<file path="src/rtl/hazard3_operand_fwd.sv">
// ============================================================================
// Module   : hazard3_operand_fwd
// Brief    : Operand resolution between issue and execute. Drives register-file
//            reads, forwards ex/wb results, and holds issue on in-flight loads.
// Revision : 1.0
// ============================================================================
`default_nettype none

module hazard3_operand_fwd #(
  parameter int N_REGS = 32,
  parameter int W_DATA = 32,
  parameter int W_ADDR = 5
) (
  input  logic              clk,
  input  logic              rst_n,
  input  logic              iss_valid,
  output logic              iss_ready,
  input  logic [W_ADDR-1:0] iss_rs1,
  input  logic [W_ADDR-1:0] iss_rs2,
  output logic [W_ADDR-1:0] rf_raddr1,
  output logic [W_ADDR-1:0] rf_raddr2,
  input  logic [W_DATA-1:0] rf_rdata1,
  input  logic [W_DATA-1:0] rf_rdata2,
  input  logic              ex_wen,
  input  logic [W_ADDR-1:0] ex_rd,
  input  logic [W_DATA-1:0] ex_wdata,
  input  logic              wb_wen,
  input  logic [W_ADDR-1:0] wb_waddr,
  input  logic [W_DATA-1:0] wb_wdata,
  input  logic              wb_is_ld,
  input  logic              ld_issue,
  input  logic [W_ADDR-1:0] ld_rd,
  output logic              op_valid,
  input  logic              op_ready,
  output logic [W_DATA-1:0] op1,
  output logic [W_DATA-1:0] op2
);

  localparam logic [W_ADDR-1:0] c_x0 = '0;

  logic              r_s_full;
  logic [W_ADDR-1:0] r_s_rs1;
  logic [W_ADDR-1:0] r_s_rs2;
  logic              r_cap1_v;
  logic              r_cap2_v;
  logic [W_DATA-1:0] r_cap1_d;
  logic [W_DATA-1:0] r_cap2_d;
  logic [N_REGS-1:0] r_busy;

  logic              w_accept;
  logic              w_consume;
  logic              w_ld_wb;
  logic              w_blocked1;
  logic              w_blocked2;
  logic [N_REGS-1:0] w_busy_nxt;

  function automatic logic [W_DATA-1:0] f_resolve(
    input logic [W_ADDR-1:0] rs,
    input logic              cap_v,
    input logic [W_DATA-1:0] cap_d,
    input logic [W_DATA-1:0] rdata,
    input logic              e_wen,
    input logic [W_ADDR-1:0] e_rd,
    input logic [W_DATA-1:0] e_data,
    input logic              w_wen,
    input logic [W_ADDR-1:0] w_addr,
    input logic [W_DATA-1:0] w_data
  );
    // Youngest value wins: ex, then wb, then the same-edge capture, then the file.
    if (rs == c_x0)                    return '0;
    else if (e_wen && (e_rd == rs))    return e_data;
    else if (w_wen && (w_addr == rs))  return w_data;
    else if (cap_v)                    return cap_d;
    else                               return rdata;
  endfunction

  assign w_ld_wb    = wb_wen && wb_is_ld;
  assign w_blocked1 = r_busy[r_s_rs1] && !(w_ld_wb && (wb_waddr == r_s_rs1));
  assign w_blocked2 = r_busy[r_s_rs2] && !(w_ld_wb && (wb_waddr == r_s_rs2));

  assign op_valid  = r_s_full && !w_blocked1 && !w_blocked2;
  assign w_consume = op_valid && op_ready;
  assign iss_ready = !r_s_full || w_consume;
  assign w_accept  = iss_valid && iss_ready;

  // A held entry keeps re-reading its own registers so late writes are seen.
  assign rf_raddr1 = w_accept ? iss_rs1 : r_s_rs1;
  assign rf_raddr2 = w_accept ? iss_rs2 : r_s_rs2;

  assign op1 = f_resolve(r_s_rs1, r_cap1_v, r_cap1_d, rf_rdata1,
                         ex_wen, ex_rd, ex_wdata, wb_wen, wb_waddr, wb_wdata);
  assign op2 = f_resolve(r_s_rs2, r_cap2_v, r_cap2_d, rf_rdata2,
                         ex_wen, ex_rd, ex_wdata, wb_wen, wb_waddr, wb_wdata);

  always_ff @(posedge clk or negedge rst_n) begin
    if (!rst_n) begin
      r_s_full <= 1'b0;
      r_s_rs1  <= '0;
      r_s_rs2  <= '0;
    end else if (w_accept) begin
      r_s_full <= 1'b1;
      r_s_rs1  <= iss_rs1;
      r_s_rs2  <= iss_rs2;
    end else if (w_consume) begin
      r_s_full <= 1'b0;
    end
  end

  // The file returns pre-write data for a read on its write edge; remember that write.
  always_ff @(posedge clk or negedge rst_n) begin
    if (!rst_n) begin
      r_cap1_v <= 1'b0;
      r_cap2_v <= 1'b0;
      r_cap1_d <= '0;
      r_cap2_d <= '0;
    end else begin
      r_cap1_v <= wb_wen && (wb_waddr == rf_raddr1) && (rf_raddr1 != c_x0);
      r_cap2_v <= wb_wen && (wb_waddr == rf_raddr2) && (rf_raddr2 != c_x0);
      r_cap1_d <= wb_wdata;
      r_cap2_d <= wb_wdata;
    end
  end

  always_comb begin
    w_busy_nxt = r_busy;
    if (w_ld_wb)  w_busy_nxt[wb_waddr] = 1'b0;
    if (ld_issue) w_busy_nxt[ld_rd]    = 1'b1;
    w_busy_nxt[0] = 1'b0;
  end

  always_ff @(posedge clk or negedge rst_n) begin
    if (!rst_n) r_busy <= '0;
    else        r_busy <= w_busy_nxt;
  end

endmodule

`default_nettype wire

</file>
<file path="config.mk">
export PLATFORM = sky130hd
export DESIGN_NAME = hazard3_operand_fwd
export DESIGN_NICKNAME = d
export VERILOG_FILES = /design/src/rtl/hazard3_operand_fwd.sv
export SDC_FILE = /design/constraint.sdc
export NUM_CORES = 1
export LEC_CHECK = 0
export BUFFER_PORTS_ARGS = -buffer_cell sky130_fd_sc_hd__buf_4
export CAP_MARGIN = 20
export CORE_MARGIN = 1
export CORE_UTILIZATION = 50
export CTS_CLUSTER_DIAMETER = 150
export DETAILED_ROUTE_END_ITERATION = 7
export PLACE_DENSITY = 0.82
export SYNTH_ARGS = -nofsm -noshare
export SYNTH_HDL_FRONTEND = slang
export SYNTH_SLANG_ARGS = --single-unit
</file>
<file path="constraint.sdc">
create_clock -name clk -period 6.06 [get_ports clk]
set_input_delay 1.818 -clock clk [delete_from_list [all_inputs] [get_ports clk]]
set_output_delay 1.818 -clock clk [all_outputs]
set_load 0.01 [all_outputs]
</file>
==> qor.csv, run 1 <==
metric,value,unit
worst hold slack,0.539,ns
most frequent cells in the layout,"buf_4, nor2_1, mux2i_1",
CP max-delay cell,nor4_2,
CP Buf/Inv Count,2,
cells along the critical path,buf_4 -> xor2_1 -> nor4_2 -> a32oi_2 -> o2111ai_2 -> o2111ai_4 -> mux2_2 -> buf_4,
met3 WL,1.76,mm
Worst Hold Class,register to register,
clock-pin slew on the worst setup and hold paths,0.06,ns
Tmin final,5.75,ns
row count,39,
vias in the first global route,6017,
post_cts resized,0,
clk sinks,76,
Mapped Area,5820,sq um
Pwr Density,357,nW/um^2
Cells after Synth,685,
post-route core utilization,0.696,
Required @ worst endpoint,4.24,ns
TritonCTS clock tree,yes,
CP Max Fanout,19,
routed len/inst,20.0,microns
Final Hold Viols,0,
type of origin of the critical path,input port,
cts bufs inserted,9,
Root Buffer,clkbuf_16,
Residual DRC,0,
DRT met1 WL,7.97,mm
Post-synth EDFFs,0,
DRT Wirelength,20.5,mm
pre-CTS setup slack,0.349,ns
largest net degree at the start of global routing,77,
Clock Path Buffers,2,
Setup CP Type,input port to output port,
Area growth syn-to-layout,35.9,%
Critical Path End Type,output port,
instance count on the critical path,8,
"Hold-fix buffers, CTS",0,
total power,2.83,mW
Seq cells post-synth,76,
Pre-Repair DR Iteration Count,7,
CP peak stage delay,0.49,ns
maximum vdd drop,0.389,mV
highest routed layer,met4,
Async SR Flop Fraction,1.00,
Final period util,0.948,
GP Congestion,0.893,
mean post-synth cell area,8.50,sq um
layout cells sized above 1,0.337,
die area,12100,sq um
RSZ-0062 raised after global routing,no,
port bufs,236,
final worst slack,0.314,ns
Via Count,6381,
total gr overflow,0,
"Top FF cell, synth",dfrtp_1,
DPL Wire Length,14.6,mm
# diodes,0,
Die Width,110,microns
"most used cell, CP",buf_4,
"Seq/Total Area, Yosys",0.327,
R2R cell count,7,
antenna violations before repair,0,
DRT iter0 DRCs,705,
All-Layer GR Usage,0.332,
first-pass GRT wire length,30.6,mm
Max Cap Viol,0,
leakage power,3.43,nW
Syn. warnings,0,
Core Region,11400,sq um
"Setup Fix Bufs, Post-CTS",0,
initial core utilization,0.512,
Final Max Tran Viols,0,
drt via density,6.23,
crit path DAT,3.93,ns
Setup TNS Final,0,ns
"most common cell after layout, fill and taps aside",buf_4,
Routed Antenna Nets,0,
Die Ht,110,microns
Max H-tree Level,3,
Hold Path Depth,2,
Worst slew margin,0.281,
Max Freq,174,MHz
Post-layout nets,1038,
syn_nets,846,
status,completed,
"Distinct cells, synth",48,
met2 WL post-DR,9.75,mm
final setup violation count,0,
Clock Skew,0.00500,ns
Slew @ Worst Pin,1.08,ns
gate family responsible for the most delay along the worst path,compound AO/OA/AOI/OAI gates,
clk_lat worst skew,0.33,ns
num ports,237,
[cell families after synthesis]
kind of cell,Yosys count,share of synthesized area
compound gates,210,0.224
simple gates,202,0.159
mux,104,0.199
flops,76,0.327
buf+inv,66,0.0514
xor+xnor,27,0.0406
[through the flow]
stage	cells	instance area (sq um)
after detailed placement	1009	7590
after floorplan	685	5820
final	1025	7910
after global routing	1025	7910
after CTS	1025	7910
after global placement	1009	7590
[path summary, 6_finish.rpt]
| path | startpoint | endpoint | slack (ns) |
|---|---|---|---|
| min reg2reg | r_busy[22] | r_busy[22] | 0.54 |
| min | r_busy[22] | r_busy[22] | 0.54 |
| max reg2reg | r_s_rs1[0] | r_cap2_v | 2.77 |
| min in group asynchronous | rst_n | r_s_rs2[4] | 1.65 |
| max | wb_waddr[3] | rf_raddr1[1] | 0.31 |
| max in group asynchronous | rst_n | r_cap1_v | 3.75 |
[worst min-delay path, delay by kind of cell, from the launching register on]
family / cells / cell delay (ns)
flops: 1 / 0.36
compound gates: 2 / 0.15
[area by class of cell]
cell class | instances | area, sq um
clock buffers | 11 | 233
clock inverters | 5 | 85.1
fillers | 888 | 3460
inverters | 4 | 15.0
multi-input cells | 543 | 3630
flip-flops and latches | 76 | 1900
well taps | 143 | 179
repair buffers | 243 | 1860
[power breakdown]
| group | internal [mW] | switching, mW |
|---|---|---|
| sequential | 0.605 | 0.239 |
| combinational | 0.736 | 0.664 |
| clock | 0.363 | 0.220 |
[cells in the mapped netlist, types with 4 or more instances]
master,count,area share
a211oi_1,64,0.083
a21oi_1,67,0.058
buf_2,8,0.0069
buf_6,4,0.0077
clkbuf_1,44,0.028
dfrtp_1,76,0.33
inv_1,4,0.0026
mux2_2,13,0.025
mux2i_1,82,0.14
mux4_2,8,0.031
nand2_1,13,0.0084
nand3_1,9,0.0077
nand3b_1,10,0.013
nor2_1,137,0.088
o21ai_0,63,0.054
or3b_2,5,0.0075
xnor2_1,7,0.011
xor2_1,20,0.030
[flip-flops by register name, summed over array words and instances, names as in the netlist]
signal and flops:
r_busy 31, r_s_full 1, r_cap2_d 32, r_s_rs2 5, r_s_rs1 5, r_cap1_v 1
r_cap2_v 1
[per-layer routing]
| metal | up-vias | track usage |
|---|---|---|
| met1 | 3041 | 0.412 |
| met3 | 76 | 0.0682 |
| met5 | - | 0 |
| li1 | 2872 | - |
| met2 | 392 | 0.542 |
| met4 | 0 | 0.180 |
(Power assumes the default switching activity.)
==> inputs of run 2 (changes only) <==
Settings changed: CORE_ASPECT_RATIO set to 0.9.
==> qor.csv, run 2 (synthesized netlist as in run 1, its figures left out) <==
metric,value,unit,change
status,completed,,unchanged
largest net degree at the start of global routing,77,,unchanged
Via Count,6392,,was 6381
R2R cell count,7,,unchanged
hold path endpoint,r_busy[13],,was r_busy[22]
CP Max Fanout,19,,unchanged
max FFs per register,32,,unchanged
antenna violations before repair,2,,was 0
sw frac,0.397,,about the same
clock-pin slew on the worst setup and hold paths,0.06,ns,about the same
Routed Antenna Nets,0,,unchanged
internal power,1.71,mW,was 1.70 mW
Worst slew margin,0.275,,was 0.281
Critical Path End Type,output port,,unchanged
DRT Wirelength,21.0,mm,was 20.5 mm
die area,12100,sq um,about the same
"Hold-fix buffers, CTS",0,,unchanged
Pre-Repair DR Iteration Count,5,,was 7
FF-to-FF Start,r_s_rs1[0],,unchanged
CP peak stage delay,0.45,ns,was 0.49 ns
Biggest register,r_cap2_d,,unchanged
first-pass GRT wire length,32.0,mm,was 30.6 mm
Final period util,0.939,,was 0.948
min-delay src,r_busy[13],,was r_busy[22]
Pwr Density,358,nW/um^2,was 357 nW/um^2
CP max-delay cell,nor4_2,,unchanged
type of origin of the critical path,input port,,unchanged
Largest regs,"r_cap2_d (32), r_busy (31)",,unchanged
total gr overflow,0,,unchanged
final setup violation count,0,,unchanged
leakage power,3.43,nW,about the same
All-Layer GR Usage,0.345,,was 0.332
DPL Wire Length,15.1,mm,was 14.6 mm
row count,37,,was 39
Setup TNS Final,0,ns,unchanged
Final Hold Viols,0,,unchanged
clk_lat worst skew,0.34,ns,was 0.33 ns
Clock Path Buffers,2,,unchanged
"Setup Fix Bufs, Post-CTS",0,,unchanged
RSZ-0062 raised after global routing,no,,unchanged
Residual DRC,0,,unchanged
routed len/inst,20.2,microns,was 20.0 microns
"most common cell after layout, fill and taps aside",buf_4,,unchanged
Tmin final,5.69,ns,was 5.75 ns
Area growth syn-to-layout,36.3,%,was 35.9%
Fill cells,902,,was 888
Core Region,11400,sq um,about the same
Worst Hold Class,register to register,,unchanged
num ports,237,,unchanged
clk sinks,76,,unchanged
drt via density,6.15,,was 6.23
Required @ worst endpoint,4.24,ns,about the same
cts bufs inserted,9,,unchanged
Max H-tree Level,3,,unchanged
GP Congestion,0.954,,was 0.893
Die Width,116,microns,was 110 microns
layout cells sized above 1,0.338,,was 0.337
Root Buffer,clkbuf_16,,unchanged
post_cts resized,0,,unchanged
cells along the critical path,buf_4 -> xor2_1 -> nor4_2 -> a32oi_2 -> o2111ai_2 -> o2111ai_4 -> mux2_2 -> buf_4,,unchanged
Max Cap Viol,0,,unchanged
placed cell area,7600,sq um,was 7590 sq um
most frequent cells in the layout,"buf_4, nor2_1, mux2i_1",,unchanged
vias in the first global route,6149,,was 6017
maximum vdd drop,0.353,mV,was 0.389 mV
Gate power share,0.489,,was 0.495
part of the power in registers,0.301,,was 0.298
Post-layout nets,1037,,was 1038
Setup CP Type,input port to output port,,unchanged
initial core utilization,0.511,,was 0.512
Clk network pwr share,0.210,,was 0.206
port bufs,236,,unchanged
Slew @ Worst Pin,1.09,ns,was 1.08 ns
Die Ht,104,microns,was 110 microns
Hold Path Depth,2,,unchanged
"most used cell, CP",buf_4,,unchanged
Max Freq,176,MHz,was 174 MHz
Psw,1.13,mW,was 1.12 mW
reg2reg end,r_cap2_v,,unchanged
post-layout instance area,7930,sq um,was 7910 sq um
DRT iter0 DRCs,855,,was 705
TritonCTS clock tree,yes,,unchanged
Final Max Tran Viols,0,,unchanged
Clock Skew,0.00473,ns,was 0.00500 ns
crit path DAT,3.87,ns,was 3.93 ns
worst reg2reg setup slack,2.81,ns,was 2.77 ns
-- run 2: cell types whose count changed in the layout (fill, tap and decap cells not counted) --
| cell | delta |
|---|---|
| clkinvlp_4 | +2 |
| clkbuf_1 | -2 |
| buf_4 | -1 |
| clkbuf_8 | +1 |
| diode_2 | +2 |
| clkinv_4 | -1 |
| inv_6 | -1 |
| clkinv_2 | +1 |
-- run 2: worst max-delay path, delay by kind of cell --
| family | cells | cell delay [ns] |
|---|---|---|
| AO/OA/AOI/OAI | 3 | 0.71 |
| AND/OR/NAND/NOR | 1 | 0.45 |
| multiplexers | 1 | 0.41 |
| buffers and inverters | 2 | 0.31 |
| XOR/XNOR | 1 | 0.16 |
-- run 2: metal layers --
layer  global-route usage  wire [microns]  vias to the layer above
li1                     -               -                     2885
met1                0.425            8290                     3087
met2                0.580           10200                      357
met3               0.0624            1650                       63
met4                0.163             863                        0
met5                    0               0                        -
-- run 2: area by class of cell --
cell class	instances	area [sq um]	area share
clock inverters	6	87.6	0.0110
clock buffers	10	239	0.0301
flip-flops and latches	76	1900	0.240
inverters	4	15.0	0.00189
well taps	156	195	0.0246
diodes	2	5.00	0.000631
repair buffers	242	1850	0.234
multi-input cells	543	3630	0.458
-- run 2: power groups by stage --
| stage | clock [mW] | sequential, mW | combinational, mW |
|---|---|---|---|
| 2_1_floorplan | 0 | 0.656 | 1.00 |
| 3_3_place_gp | 0 | 0.845 | 1.34 |
| 3_5_place_dp | 0 | 0.853 | 1.38 |
| 4_1_cts | 0.609 | 0.842 | 1.38 |
| 5_1_grt | 0.627 | 0.864 | 1.50 |
| 6_report | 0.597 | 0.854 | 1.39 |
-- run 2: stage by stage --
step | total power, mW | hold WS (ns) | std cells | worst slack, ns | utilization
after floorplan | 1.66 | 0.481 | 685 | 0.693 | -
after global routing | 2.99 | 0.581 | 1039 | 0.192 | 0.697
after CTS | 2.83 | 0.540 | 1037 | 0.376 | 0.696
after detailed placement | 2.23 | 0.530 | 1021 | 0.379 | 0.667
final | 2.84 | 0.542 | 1039 | 0.369 | 0.697
after global placement | 2.19 | 0.506 | 1021 | 0.473 | 0.667
-- run 2: how the worst max path moves through the flow --
stage / slack, ns / end / startpoint
floorplan: 0.69 / rf_raddr1[0] / wb_waddr[0]
global placement: 0.47 / rf_raddr2[3] / wb_waddr[3]
detailed placement: 0.38 / rf_raddr1[1] / wb_waddr[3]
CTS: 0.38 / rf_raddr1[1] / wb_waddr[3]
global route: 0.19 / rf_raddr1[1] / wb_waddr[3]
finish: 0.37 / rf_raddr1[1] / wb_waddr[3]
